$ cat src/rtl/hilo_muldiv_unit.sv
// ---------------------------------------------------------------------------
// hilo_muldiv_unit
//   Iterative multiply/divide unit for the EX stage. Takes the register-file
//   read operands and produces a HI/LO pair, one bit per clock:
//     - MULT/MULTU : shift-add over a 2*WIDTH accumulator.
//     - DIV/DIVU   : restoring division (only when HILO_DIV_EN is defined).
//   Signed operations run on operand magnitudes. The result signs are
//   captured when the request is accepted and applied on the final
//   iteration.
//
// Configuration macro:
//   HILO_DIV_EN  defined   -> Op 10/11 perform DIV/DIVU.
//                undefined -> no divider datapath. A Start with Op[1]=1 is
//                             ignored and MULT/MULTU behave as normal.
//
// Ports:
//   clk     in   1      clock, rising edge
//   rst     in   1      synchronous reset, active-high
//   Start   in   1      request; accepted only in IDLE or DONE
//   Op      in   2      00 MULT, 01 MULTU, 10 DIV, 11 DIVU
//   Src1    in   WIDTH  multiplicand / dividend
//   Src2    in   WIDTH  multiplier / divisor
//   Busy    out  1      high while iterating
//   Done    out  1      one-cycle pulse; HiOut/LoOut carry the new result
//   HiOut   out  WIDTH  HI (upper product / remainder)
//   LoOut   out  WIDTH  LO (lower product / quotient)
// ---------------------------------------------------------------------------
module hilo_muldiv_unit #(
    parameter int WIDTH = 32
) (
    input  logic             clk,
    input  logic             rst,
    input  logic             Start,
    input  logic [1:0]       Op,
    input  logic [WIDTH-1:0] Src1,
    input  logic [WIDTH-1:0] Src2,
    output logic             Busy,
    output logic             Done,
    output logic [WIDTH-1:0] HiOut,
    output logic [WIDTH-1:0] LoOut
);

    localparam int CW = (WIDTH > 1) ? $clog2(WIDTH) : 1;
    localparam logic [CW-1:0] LAST_CNT = CW'(WIDTH - 1);

    typedef enum logic [1:0] {
        S_IDLE = 2'd0,
        S_RUN  = 2'd1,
        S_DONE = 2'd2
    } state_t;

    state_t             state_q, state_d;
    logic [CW-1:0]      cnt_q, cnt_d;
    logic [WIDTH-1:0]   acc_hi_q, acc_hi_d;   // partial product hi / partial remainder
    logic [WIDTH-1:0]   acc_lo_q, acc_lo_d;   // multiplier+product lo / dividend+quotient
    logic [WIDTH-1:0]   opb_q, opb_d;         // multiplicand or divisor magnitude
    logic               neg_res_q, neg_res_d; // negate product / quotient
    logic [WIDTH-1:0]   hi_q, hi_d;
    logic [WIDTH-1:0]   lo_q, lo_d;
`ifdef HILO_DIV_EN
    logic               is_div_q, is_div_d;
    logic               neg_rem_q, neg_rem_d; // remainder follows the dividend's sign
    logic               dbz_q, dbz_d;
    logic [WIDTH-1:0]   src1_q, src1_d;       // original dividend for divide-by-zero
`endif

    // Operand magnitudes (signed ops only; Op[0]=0 means signed).
    logic             signed_op;
    logic             src1_neg, src2_neg;
    logic [WIDTH-1:0] mag1, mag2;
    logic             op_legal;

    always_comb begin
        signed_op = ~Op[0];
        src1_neg  = signed_op & Src1[WIDTH-1];
        src2_neg  = signed_op & Src2[WIDTH-1];
        mag1      = src1_neg ? (~Src1 + 1'b1) : Src1;
        mag2      = src2_neg ? (~Src2 + 1'b1) : Src2;
`ifdef HILO_DIV_EN
        op_legal  = 1'b1;
`else
        op_legal  = ~Op[1];
`endif
    end

    // One iteration step for each datapath.
    logic [WIDTH:0]     mul_sum;
    logic [WIDTH-1:0]   mul_hi_nx, mul_lo_nx;
    logic [2*WIDTH-1:0] mul_prod, mul_res;

    always_comb begin
        mul_sum   = {1'b0, acc_hi_q} + (acc_lo_q[0] ? {1'b0, opb_q} : {(WIDTH+1){1'b0}});
        mul_hi_nx = mul_sum[WIDTH:1];
        mul_lo_nx = {mul_sum[0], acc_lo_q[WIDTH-1:1]};
        mul_prod  = {mul_hi_nx, mul_lo_nx};
        mul_res   = neg_res_q ? (~mul_prod + 1'b1) : mul_prod;
    end

`ifdef HILO_DIV_EN
    logic [WIDTH:0]     div_shift, div_diff;
    logic               div_ge;
    logic [WIDTH-1:0]   div_hi_nx, div_lo_nx;
    logic [WIDTH-1:0]   div_quo, div_rem;

    always_comb begin
        div_shift = {acc_hi_q, acc_lo_q[WIDTH-1]};
        div_diff  = div_shift - {1'b0, opb_q};
        div_ge    = (div_shift >= {1'b0, opb_q});
        // The partial remainder stays below the divisor, so after the
        // optional subtract the value always fits in WIDTH bits.
        div_hi_nx = div_ge ? div_diff[WIDTH-1:0] : div_shift[WIDTH-1:0];
        div_lo_nx = {acc_lo_q[WIDTH-2:0], div_ge};
        div_quo   = neg_res_q ? (~div_lo_nx + 1'b1) : div_lo_nx;
        div_rem   = neg_rem_q ? (~div_hi_nx + 1'b1) : div_hi_nx;
    end
`endif

    // Next-state logic.
    always_comb begin
        state_d   = state_q;
        cnt_d     = cnt_q;
        acc_hi_d  = acc_hi_q;
        acc_lo_d  = acc_lo_q;
        opb_d     = opb_q;
        neg_res_d = neg_res_q;
        hi_d      = hi_q;
        lo_d      = lo_q;
`ifdef HILO_DIV_EN
        is_div_d  = is_div_q;
        neg_rem_d = neg_rem_q;
        dbz_d     = dbz_q;
        src1_d    = src1_q;
`endif
        case (state_q)
            S_IDLE, S_DONE: begin
                state_d = S_IDLE;
                if (Start && op_legal) begin
                    state_d   = S_RUN;
                    cnt_d     = '0;
                    acc_hi_d  = '0;
                    neg_res_d = src1_neg ^ src2_neg;
                    acc_lo_d  = mag2;   // multiplier is shifted out of LO
                    opb_d     = mag1;
`ifdef HILO_DIV_EN
                    is_div_d  = Op[1];
                    neg_rem_d = src1_neg;
                    dbz_d     = (Src2 == '0);
                    src1_d    = Src1;
                    if (Op[1]) begin
                        acc_lo_d = mag1;   // dividend is shifted out of LO
                        opb_d    = mag2;
                    end
`endif
                end
            end
            S_RUN: begin
                cnt_d    = cnt_q + 1'b1;
                acc_hi_d = mul_hi_nx;
                acc_lo_d = mul_lo_nx;
`ifdef HILO_DIV_EN
                if (is_div_q) begin
                    acc_hi_d = div_hi_nx;
                    acc_lo_d = div_lo_nx;
                end
`endif
                if (cnt_q == LAST_CNT) begin
                    state_d = S_DONE;
                    hi_d    = mul_res[2*WIDTH-1:WIDTH];
                    lo_d    = mul_res[WIDTH-1:0];
`ifdef HILO_DIV_EN
                    if (is_div_q) begin
                        if (dbz_q) begin
                            hi_d = src1_q;
                            lo_d = '1;
                        end else begin
                            hi_d = div_rem;
                            lo_d = div_quo;
                        end
                    end
`endif
                end
            end
            default: state_d = S_IDLE;
        endcase
    end

    always_ff @(posedge clk) begin
        if (rst) begin
            state_q   <= S_IDLE;
            cnt_q     <= '0;
            acc_hi_q  <= '0;
            acc_lo_q  <= '0;
            opb_q     <= '0;
            neg_res_q <= 1'b0;
            hi_q      <= '0;
            lo_q      <= '0;
`ifdef HILO_DIV_EN
            is_div_q  <= 1'b0;
            neg_rem_q <= 1'b0;
            dbz_q     <= 1'b0;
            src1_q    <= '0;
`endif
        end else begin
            state_q   <= state_d;
            cnt_q     <= cnt_d;
            acc_hi_q  <= acc_hi_d;
            acc_lo_q  <= acc_lo_d;
            opb_q     <= opb_d;
            neg_res_q <= neg_res_d;
            hi_q      <= hi_d;
            lo_q      <= lo_d;
`ifdef HILO_DIV_EN
            is_div_q  <= is_div_d;
            neg_rem_q <= neg_rem_d;
            dbz_q     <= dbz_d;
            src1_q    <= src1_d;
`endif
        end
    end

    assign Busy  = (state_q == S_RUN);
    assign Done  = (state_q == S_DONE);
    assign HiOut = hi_q;
    assign LoOut = lo_q;

endmodule

$ cat config.mk
export PLATFORM = sky130hd
export DESIGN_NAME = hilo_muldiv_unit
export DESIGN_NICKNAME = d
export VERILOG_FILES = /design/src/rtl/hilo_muldiv_unit.sv
export SDC_FILE = /design/constraint.sdc
export NUM_CORES = 1
export LEC_CHECK = 0
export BUFFER_PORTS_ARGS = -buffer_cell sky130_fd_sc_hd__buf_4
export CAP_MARGIN = 20
export CORE_MARGIN = 2
export CORE_UTILIZATION = 55
export CTS_BUF_LIST = sky130_fd_sc_hd__clkbuf_4
export CTS_CLUSTER_SIZE = 30
export DETAILED_ROUTE_END_ITERATION = 10
export PLACE_DENSITY = 0.85
export SYNTH_ARGS = -nofsm -noshare
export SYNTH_HDL_FRONTEND = slang
export SYNTH_SLANG_ARGS = --single-unit
$ cat constraint.sdc
create_clock -name clk -period 4.38 [get_ports clk]
set_input_delay 0.876 -clock clk [delete_from_list [all_inputs] [get_ports clk]]
set_output_delay 0.876 -clock clk [all_outputs]
set_load 0.02 [all_outputs]
==> flow_summary.rst, run 1 <==
.. list-table::
   :header-rows: 1

   * - Metric
     - Value
   * - Result of the run
     - finished, final reports clean
   * - Number of warning messages in the yosys log
     - 0
   * - Utilization after layout
     - 64.63%
   * - Max-capacitance violation count
     - 0
   * - CTS sink cnt
     - 168
   * - Arrival time of data at the critical path endpoint
     - 4.73 ns
   * - Critical Path RT
     - 4.88 ns
   * - Num CTS Buffers
     - 17
   * - Via count
     - 10.76k
   * - Library cell with the largest summed area after synthesis
     - sky130_fd_sc_hd__dfxtp_1
   * - Buffers from clock root to sink, at most
     - 2
   * - Least-Margin Pin Slew
     - 1.089 ns
   * - Achievable frequency
     - 236.2 MHz
   * - Setup Slack @ Placement
     - -0.09846 ns
   * - Vias in the first global route
     - 9521
   * - Cell types with the largest area share after synthesis
     - sky130_fd_sc_hd__dfxtp_1 31%, sky130_fd_sc_hd__xor2_1 8.0%, sky130_fd_sc_hd__a211oi_1 5.6%, sky130_fd_sc_hd__a21oi_1 5.6%, sky130_fd_sc_hd__nor2_1 5.3%
   * - Sequential fraction of the synthesis area
     - 31.24%
   * - Slack of the worst reg-to-reg path
     - 0.15 ns
   * - Critical path's largest stage delay
     - 0.66 ns
   * - Worst IR drop on VDD
     - 159.9 µV
   * - Unique cell type count in the Yosys netlist
     - 66
   * - Total setup violations reported at the end of the flow
     - 0
   * - Clock slew at the register clock pins of the worst setup and hold paths
     - 0.15 ns
   * - Post-Route WL
     - 30.64 mm
   * - Cell count after synthesis
     - 1384
   * - Launching element type of the critical path
     - register
   * - Worst hold start
     - HiOut[2]$_SDFFE_PP0P_
   * - Cell at the root of the clock tree
     - sky130_fd_sc_hd__clkbuf_4
   * - Proportion of layout cells with a drive suffix above 1
     - 16.73%
   * - Path type of the worst min-delay path
     - register to register
   * - CTS Hold Bufs
     - 0
   * - Final worst slack
     - 0.1464 ns
   * - Static Leak
     - 4.888 nW
   * - Worst Path Max Fanout
     - 5
   * - Cell-by-cell listing of the critical path
     - and2_1 -> ha_1 -> fa_1 -> or4_1 -> nor4_2 -> nand4b_1 -> or4_4 -> a2111oi_4 -> nand4_1 -> o21ai_0 -> xor2_1 -> a211oi_1
   * - Placeable core area
     - 19330 µm²
   * - Placer congestion estimate
     - 0.9874
   * - Portion of synthesized cell area occupied by the leading cell type
     - 31.24%
   * - Fill count
     - 1679
   * - Post-synth EDFFs
     - 0
   * - Start point of the critical path
     - acc_lo_q[0]$_SDFFE_PP0P_
   * - Share of flip-flops with an asynchronous set or reset after synthesis
     - 0%
   * - Power density over the cells
     - 251.0 nW/µm²
   * - Global route total overflow
     - 0
   * - Initial antenna violation count
     - 1
   * - Post-route clock skew
     - 0.02055 ns
   * - Startpoint of the lowest-slack register-to-register path
     - acc_lo_q[0]$_SDFFE_PP0P_
   * - Die span in y
     - 143.9 µm
   * - Highest-count cells in the layout ignoring fill and taps
     - 171 x sky130_fd_sc_hd__buf_4, 167 x sky130_fd_sc_hd__dfxtp_1, 151 x sky130_fd_sc_hd__nor2_1
   * - Leading register cell type out of synthesis
     - sky130_fd_sc_hd__dfxtp_1
   * - Fin nets
     - 1590
   * - I/O Buffers
     - 134
   * - Final critical delay including setup and external delays
     - 4.234 ns
   * - H-tree levels
     - 4
   * - Wire length of the first global-routing pass
     - 48.02 mm
   * - Cell type group with the largest total delay on the critical path
     - simple AND/OR/NAND/NOR gates
   * - Starting DRC count in detailed routing
     - 1399
   * - Clock tree from TritonCTS
     - done
   * - Io pins
     - 135
   * - Area enclosed by the die boundary
     - 20710 µm²
   * - Number of remaining DRC errors
     - 0
   * - Cell with the biggest individual delay on the critical path
     - sky130_fd_sc_hd__or4_1
   * - Routed length per placed instance
     - 17.41 µm
   * - Clock latency reported for the late side of the worst-skew pair
     - 0.59 ns
   * - Combined buffer and inverter count along the critical path
     - 0
   * - Area Growth Syn to Fin
     - 16.09%
   * - Pin count of the biggest net entering global routing
     - 121
   * - Hold Worst Slack
     - 0.4728 ns
   * - Synthesized netlist net count
     - 1491
   * - DIE WIDTH
     - 143.9 µm
   * - Worst setup EP type
     - register
   * - Synthesized area divided by synthesized cell count
     - 7.778 µm²
   * - Antenna violation net count after detailed routing
     - 0
   * - Effective utilization at floorplan
     - 55.68%
   * - Final max-slew violation count
     - 0
   * - Headroom to the max-slew limit
     - 27.38%
   * - Final critical-path share of the clock period
     - 96.66%
   * - Hold Fails Final Rpt
     - 0
   * - Detailed placer's ending HPWL
     - 22.54 mm
   * - Most common library cell in the layout ignoring fill and taps
     - sky130_fd_sc_hd__buf_4
   * - Number of detailed-routing iterations run before antenna repair
     - 6
   * - Netlist area before placement
     - 10770 µm²
   * - Type of the worst setup path
     - register to register
   * - Global router's overall resource usage
     - 28.85%
   * - Detail-routed via count per cell
     - 6.115
   * - Row count
     - 51
   * - #FFs+latches synth
     - 168
[logic make-up after synthesis]
logic type	count (synthesis)	synth area share [%]
mux	4	0.3719
buf+inv	105	3.766
fa+ha+maj	38	4.486
flops	168	31.24
compound gates	413	25.29
simple gates	518	23.62
xor+xnor	138	11.23
[path summary, 6_finish.rpt]
| check | cells past startpoint | end |
|---|---|---|
| worst min-delay path | 2 | HiOut[2]$_SDFFE_PP0P_ |
| worst max register to register | 12 | HiOut[24]$_SDFFE_PP0P_ |
| worst max-delay path | 12 | HiOut[24]$_SDFFE_PP0P_ |
| worst min register to register | 2 | HiOut[2]$_SDFFE_PP0P_ |
[synth_stat cells (21+ instances only)]
cell / instances
sky130_fd_sc_hd__clkbuf_1: 79
sky130_fd_sc_hd__nand3_1: 41
sky130_fd_sc_hd__xor2_1: 98
sky130_fd_sc_hd__nand2_1: 138
sky130_fd_sc_hd__a211oi_1: 80
sky130_fd_sc_hd__dfxtp_1: 168
sky130_fd_sc_hd__a22oi_1: 31
sky130_fd_sc_hd__nor2_1: 152
sky130_fd_sc_hd__a21oi_1: 120
sky130_fd_sc_hd__xnor2_1: 40
sky130_fd_sc_hd__o31ai_1: 23
sky130_fd_sc_hd__ha_1: 37
sky130_fd_sc_hd__and2_1: 43
sky130_fd_sc_hd__nor3_1: 21
sky130_fd_sc_hd__o21ai_0: 56
[layout make-up]
cell class	instances	area [µm²]	share of cell area [%]
flip-flops and latches	168	3364	26.92
clock inverters	13	171.4	1.372
repair buffers	174	1346	10.77
inverters	11	41.29	0.3304
multi-input cells	1111	7112	56.91
clock buffers	17	127.6	1.021
well taps	265	331.6	2.653
diodes	1	2.502	0.02002
[what timing repair did]
action                                  CTS  global route
buffers inserted                          0             4
resized for setup                         2            19
endpoints found under the setup margin    3            12
pin swaps                                 0             3
[routing by layer]
layer / track usage (%) / up-vias / routed length [µm]
li1: - / 5248 / -
met1: 42.99 / 4937 / 14360
met2: 41.95 / 529 / 13060
met3: 5.865 / 49 / 2752
met4: 8.050 / 0 / 459
met5: 0 / - / 0
[flip-flops by register name, indices dropped and copies added (netlist names)]
| register | flops |
|---|---|
| LoOut | 32 |
| HiOut | 32 |
| neg_res_q | 1 |
| acc_hi_q | 32 |
| acc_lo_q | 32 |
| state_q | 2 |
| opb_q | 32 |
| cnt_q | 5 |
[where the power goes]
part	internal (mW)	leakage [nW]	total (mW)	switching, mW
clock network	0.399	0.161	0.979	0.580
registers	1.57	1.36	1.61	0.0429
logic	0.213	3.36	0.546	0.332
total	2.18	4.89	3.14	0.955
[metrics by stage]
| stage | cell area (µm²) | power, mW | TNS, ns | std cells |
|---|---|---|---|---|
| 6_report | 12500 | 3.137 | 0 | 1760 |
| 5_1_grt | 12500 | 3.266 | -0.08852 | 1760 |
| 4_1_cts | 12340 | 3.120 | 0 | 1754 |
| 3_5_place_dp | 12030 | 2.161 | -0.1119 | 1724 |
| 3_3_place_gp | 12020 | 2.143 | 0 | 1723 |
| 2_1_floorplan | 10770 | 1.973 | 0 | 1384 |
[worst register-to-register path: stages, from the launching register on]
cell	delay, ns
sky130_fd_sc_hd__dfxtp_1	0.36
sky130_fd_sc_hd__and2_1	0.17
sky130_fd_sc_hd__ha_1	0.21
sky130_fd_sc_hd__fa_1	0.53
sky130_fd_sc_hd__or4_1	0.66
sky130_fd_sc_hd__nor4_2	0.25
sky130_fd_sc_hd__nand4b_1	0.18
sky130_fd_sc_hd__or4_4	0.49
sky130_fd_sc_hd__a2111oi_4	0.37
sky130_fd_sc_hd__nand4_1	0.29
sky130_fd_sc_hd__o21ai_0	0.28
sky130_fd_sc_hd__xor2_1	0.11
sky130_fd_sc_hd__a211oi_1	0.26
(Power assumes the default switching activity.)
==> inputs of run 2 (changes only) <==
--- a/config.mk
+++ b/config.mk
@@ -5,14 +5,16 @@
 export SDC_FILE = /design/constraint.sdc
 export NUM_CORES = 1
 export LEC_CHECK = 0
+export ABC_AREA = 1
 export BUFFER_PORTS_ARGS = -buffer_cell sky130_fd_sc_hd__buf_4
 export CAP_MARGIN = 20
 export CORE_MARGIN = 2
-export CORE_UTILIZATION = 55
+export CORE_UTILIZATION = 56
 export CTS_BUF_LIST = sky130_fd_sc_hd__clkbuf_4
 export CTS_CLUSTER_SIZE = 30
 export DETAILED_ROUTE_END_ITERATION = 10
-export PLACE_DENSITY = 0.85
+export PLACE_DENSITY = 0.86
+export SLEW_MARGIN = 15
 export SYNTH_ARGS = -nofsm -noshare
 export SYNTH_HDL_FRONTEND = slang
 export SYNTH_SLANG_ARGS = --single-unit
==> run 2 against run 1 <==
Compared with the run above: sequential power hardly changed; die area is 12% higher; non-clock buffer count fell by 28; sequential share of layout area decreased by 2.6 points; clock skew grew 0.016 ns; global-route usage up 4.9 points; via count is 26% higher; critical path depth grew 6; clock power decreased by 1%.
==> flow_summary.rst, run 2 <==
.. list-table::
   :header-rows: 1

   * - Metric
     - Value
   * - Result of the run
     - finished, final reports clean (unchanged)
   * - Setup Fix Bufs, Post-CTS
     - 0 (unchanged)
   * - Total setup violations reported at the end of the flow
     - 0 (unchanged)
   * - Global route total overflow
     - 0 (unchanged)
   * - Buffers from clock root to sink, at most
     - 2 (unchanged)
   * - Area enclosed by the die boundary
     - 23280 µm² (was 20710 µm²)
   * - Critical Path RT
     - 4.90 ns (was 4.88 ns)
   * - Path type of the worst min-delay path
     - register to register (unchanged)
   * - Type of the worst setup path
     - register to register (unchanged)
   * - Global router's overall resource usage
     - 33.71% (was 28.85%)
   * - Final total power
     - 3.213 mW (was 3.137 mW)
   * - Row count
     - 54 (was 51)
   * - Utilization after layout
     - 63.60% (was 64.63%)
   * - Clock slew at the register clock pins of the worst setup and hold paths
     - 0.19 ns (was 0.15 ns)
   * - Number of remaining DRC errors
     - 0 (unchanged)
   * - Number of detailed-routing iterations run before antenna repair
     - 6 (unchanged)
   * - Fin nets
     - 2286 (was 1590)
   * - Power density over the cells
     - 232.2 nW/µm² (was 251.0 nW/µm²)
   * - Cell with the biggest individual delay on the critical path
     - sky130_fd_sc_hd__dfxtp_1 (was sky130_fd_sc_hd__or4_1)
   * - Num CTS Buffers
     - 17 (unchanged)
   * - Placer congestion estimate
     - 1.047 (was 0.9874)
   * - Launching element type of the critical path
     - register (unchanged)
   * - Proportion of layout cells with a drive suffix above 1
     - 11.13% (was 16.73%)
   * - Static Leak
     - 7.305 nW (was 4.888 nW)
   * - Post-route clock skew
     - 0.03644 ns (was 0.02055 ns)
   * - Number of warning messages in the yosys log
     - 0 (unchanged)
   * - Final critical delay including setup and external delays
     - 3.722 ns (was 4.234 ns)
   * - Detail-routed via count per cell
     - 5.503 (was 6.115)
   * - Hold path cells
     - 2 (unchanged)
   * - Clock latency reported for the late side of the worst-skew pair
     - 0.59 ns (about the same)
   * - Most instantiated library cell after synthesis
     - sky130_fd_sc_hd__nand2_1 (was sky130_fd_sc_hd__dfxtp_1)
   * - Reg2reg path depth
     - 18 (was 12)
   * - Leading register cell type out of synthesis
     - sky130_fd_sc_hd__dfxtp_1 (unchanged)
   * - Arrival time of data at the critical path endpoint
     - 4.24 ns (was 4.73 ns)
   * - Vias in the first global route
     - 12.44k (was 9521)
   * - Sequential fraction of the synthesis area
     - 27.21% (was 31.24%)
   * - Initial antenna violation count
     - 1 (unchanged)
   * - Critical Path Most Common Cell
     - sky130_fd_sc_hd__nand2_1
   * - Clock tree from TritonCTS
     - done (unchanged)
   * - Cell-by-cell listing of the critical path
     - buf_4 -> nand2_1 -> inv_1 -> ha_1 -> nand2_1 -> nand3_2 -> nand2_1 -> nand2_1 -> nand2_1 -> nand2_1 -> nor2_1 -> nand2_1 -> nor2_2 -> nand2_1 -> o21ai_1 -> a21oi_1 -> o21ai_1 -> inv_1 (was and2_1 -> ha_1 -> fa_1 -> or4_1 -> nor4_2 -> nand4b_1 -> or4_4 -> a2111oi_4 -> nand4_1 -> o21ai_0 -> xor2_1 -> a211oi_1)
   * - Hold Fails Final Rpt
     - 0 (unchanged)
   * - Io pins
     - 135 (unchanged)
   * - Via count
     - 13.61k (was 10.76k)
   * - Headroom to the max-slew limit
     - 39.21% (was 27.38%)
   * - Post-Route WL
     - 40.16 mm (was 30.64 mm)
   * - Placed Cells incl. Taps
     - 2440 (was 1724)
   * - H-tree levels
     - 4 (unchanged)
   * - Top cells by count, synth
     - 662 x sky130_fd_sc_hd__nand2_1, 327 x sky130_fd_sc_hd__inv_1, 169 x sky130_fd_sc_hd__nor2_1 (was 168 x sky130_fd_sc_hd__dfxtp_1, 152 x sky130_fd_sc_hd__nor2_1, 138 x sky130_fd_sc_hd__nand2_1)
   * - Total negative slack for setup checks
     - 0 ns (unchanged)
   * - Unrepaired setup endpoints after global routing
     - no
   * - Effective utilization at floorplan
     - 56.82% (was 55.68%)
   * - Antenna violation net count after detailed routing
     - 0 (unchanged)
   * - Post-synth EDFFs
     - 0 (unchanged)
   * - Least-Margin Pin Slew
     - 0.9118 ns (was 1.089 ns)
   * - Total cell area at the placement stage
     - 13530 µm² (was 12030 µm²)
   * - Area Growth Syn to Fin
     - 11.94% (was 16.09%)
   * - Final critical-path share of the clock period
     - 84.97% (was 96.66%)
   * - DIE WIDTH
     - 152.6 µm (was 143.9 µm)
   * - Portion of synthesized cell area occupied by the leading cell type
     - 27.21% (was 31.24%)
   * - Cell at the root of the clock tree
     - sky130_fd_sc_hd__clkbuf_4 (unchanged)
   * - CTS sink cnt
     - 168 (unchanged)
   * - Unique cell type count in the Yosys netlist
     - 43 (was 66)
   * - Design area
     - 13840 µm² (was 12500 µm²)
   * - Pin count of the biggest net entering global routing
     - 104 (was 121)
   * - Netlist area before placement
     - 12360 µm² (was 10770 µm²)
   * - Synthesized netlist net count
     - 2196 (was 1491)
   * - #FFs+latches synth
     - 168 (unchanged)
   * - Most common library cell in the layout ignoring fill and taps
     - sky130_fd_sc_hd__nand2_1 (was sky130_fd_sc_hd__buf_4)
   * - Starting DRC count in detailed routing
     - 1478 (was 1399)
   * - Detailed placer's ending HPWL
     - 31.63 mm (was 22.54 mm)
   * - Wire length of the first global-routing pass
     - 64.07 mm (was 48.02 mm)
   * - Max-capacitance violation count
     - 0 (unchanged)
   * - Routed length per placed instance
     - 16.24 µm (was 17.41 µm)
   * - Final max-slew violation count
     - 0 (unchanged)
   * - Placeable core area
     - 21760 µm² (was 19330 µm²)
   * - Worst Path Max Fanout
     - 24 (was 5)
   * - Worst IR drop on VDD
     - 163.9 µV (was 159.9 µV)
   * - CTS Hold Bufs
     - 0 (unchanged)
   * - Synthesized area divided by synthesized cell count
     - 5.917 µm² (was 7.778 µm²)
   * - Slack of the worst reg-to-reg path
     - 0.66 ns (was 0.15 ns)
   * - Non-filler cells in the finished layout
     - 2473 (was 1760)
   * - Cell types with the largest area share after synthesis
     - sky130_fd_sc_hd__dfxtp_1 27%, sky130_fd_sc_hd__nand2_1 20%, sky130_fd_sc_hd__inv_1 9.9%, sky130_fd_sc_hd__a21oi_1 5.4%, sky130_fd_sc_hd__nor2_1 5.1% (was sky130_fd_sc_hd__dfxtp_1 31%, sky130_fd_sc_hd__xor2_1 8.0%, sky130_fd_sc_hd__a211oi_1 5.6%, sky130_fd_sc_hd__a21oi_1 5.6%, sky130_fd_sc_hd__nor2_1 5.3%)
   * - Die span in y
     - 152.6 µm (was 143.9 µm)
   * - Achievable frequency
     - 268.7 MHz (was 236.2 MHz)
   * - Share of flip-flops with an asynchronous set or reset after synthesis
     - 0% (unchanged)
   * - Critical path's largest stage delay
     - 0.93 ns (was 0.66 ns)
   * - Library cell with the largest summed area after synthesis
     - sky130_fd_sc_hd__dfxtp_1 (unchanged)
   * - Cell count after synthesis
     - 2089 (was 1384)
   * - Worst setup EP type
     - register (unchanged)
   * - Number of cells upsized or downsized after cts
     - 0 (was 2)
   * - Highest-count cells in the layout ignoring fill and taps
     - 662 x sky130_fd_sc_hd__nand2_1, 326 x sky130_fd_sc_hd__inv_1, 168 x sky130_fd_sc_hd__dfxtp_1 (was 171 x sky130_fd_sc_hd__buf_4, 167 x sky130_fd_sc_hd__dfxtp_1, 151 x sky130_fd_sc_hd__nor2_1)
   * - I/O Buffers
     - 134 (unchanged)
[run 2: cell families after synthesis]
family / Yosys count / share of synthesized area (%)
AO/OA/AOI/OAI: 338 / 15.31
XOR/XNOR: 61 / 4.322
adder cells (fa/ha/maj): 38 / 3.907
buffers and inverters: 407 / 12.45
flip-flops: 168 / 27.21
AND/OR/NAND/NOR: 1077 / 36.81
[run 2: final cells by class]
class	count	area, µm²
multi-input cells	1514	7478
clock inverters	15	172.7
flip-flops and latches	168	3363
fillers	2165	7919
well taps	280	350.3
diodes	1	2.502
repair buffers	146	1096
inverters	332	1246
clock buffers	17	127.6
[run 2: metrics by stage]
stage / worst slack [ns] / hold slack, ns
after CTS: 0.7204 / 0.4855
final: 0.6583 / 0.4859
after floorplan: 1.550 / 0.4435
after global routing: 0.4077 / 0.4926
after detailed placement: 0.7202 / 0.4630
after global placement: 0.8648 / 0.4528
[run 2: path summary, 6_finish.rpt]
path | startpoint | to
max reg2reg | acc_lo_q[0]$_SDFFE_PP0P_ | HiOut[24]$_SDFFE_PP0P_
max | acc_lo_q[0]$_SDFFE_PP0P_ | HiOut[24]$_SDFFE_PP0P_
min reg2reg | acc_hi_q[11]$_SDFFE_PP0P_ | acc_hi_q[11]$_SDFFE_PP0P_
min | acc_hi_q[11]$_SDFFE_PP0P_ | acc_hi_q[11]$_SDFFE_PP0P_
[run 2: worst max-delay path: cells and delay by family, from the launching register on]
family / cells / cell delay [ns]
buffers and inverters: 3 / 0.42
flip-flops: 1 / 0.93
adder cells (fa/ha/maj): 1 / 0.29
AND/OR/NAND/NOR: 11 / 1.40
AO/OA/AOI/OAI: 3 / 0.64
[run 2: power breakdown]
group	switching, mW	leakage, nW	total, mW	internal [mW]
combinational	0.406	5.79	0.618	0.212
clock	0.697	0.155	0.966	0.270
sequential	0.0560	1.36	1.63	1.57
[run 2: layer usage]
layer / routed length, µm / global-route usage, % / up-vias
li1: - / - / 6820
met1: 18170 / 48.30 / 6106
met2: 17590 / 52.91 / 598
met3: 2970 / 3.043 / 85
met4: 1424 / 12.39 / 0
met5: 0 / 0 / -
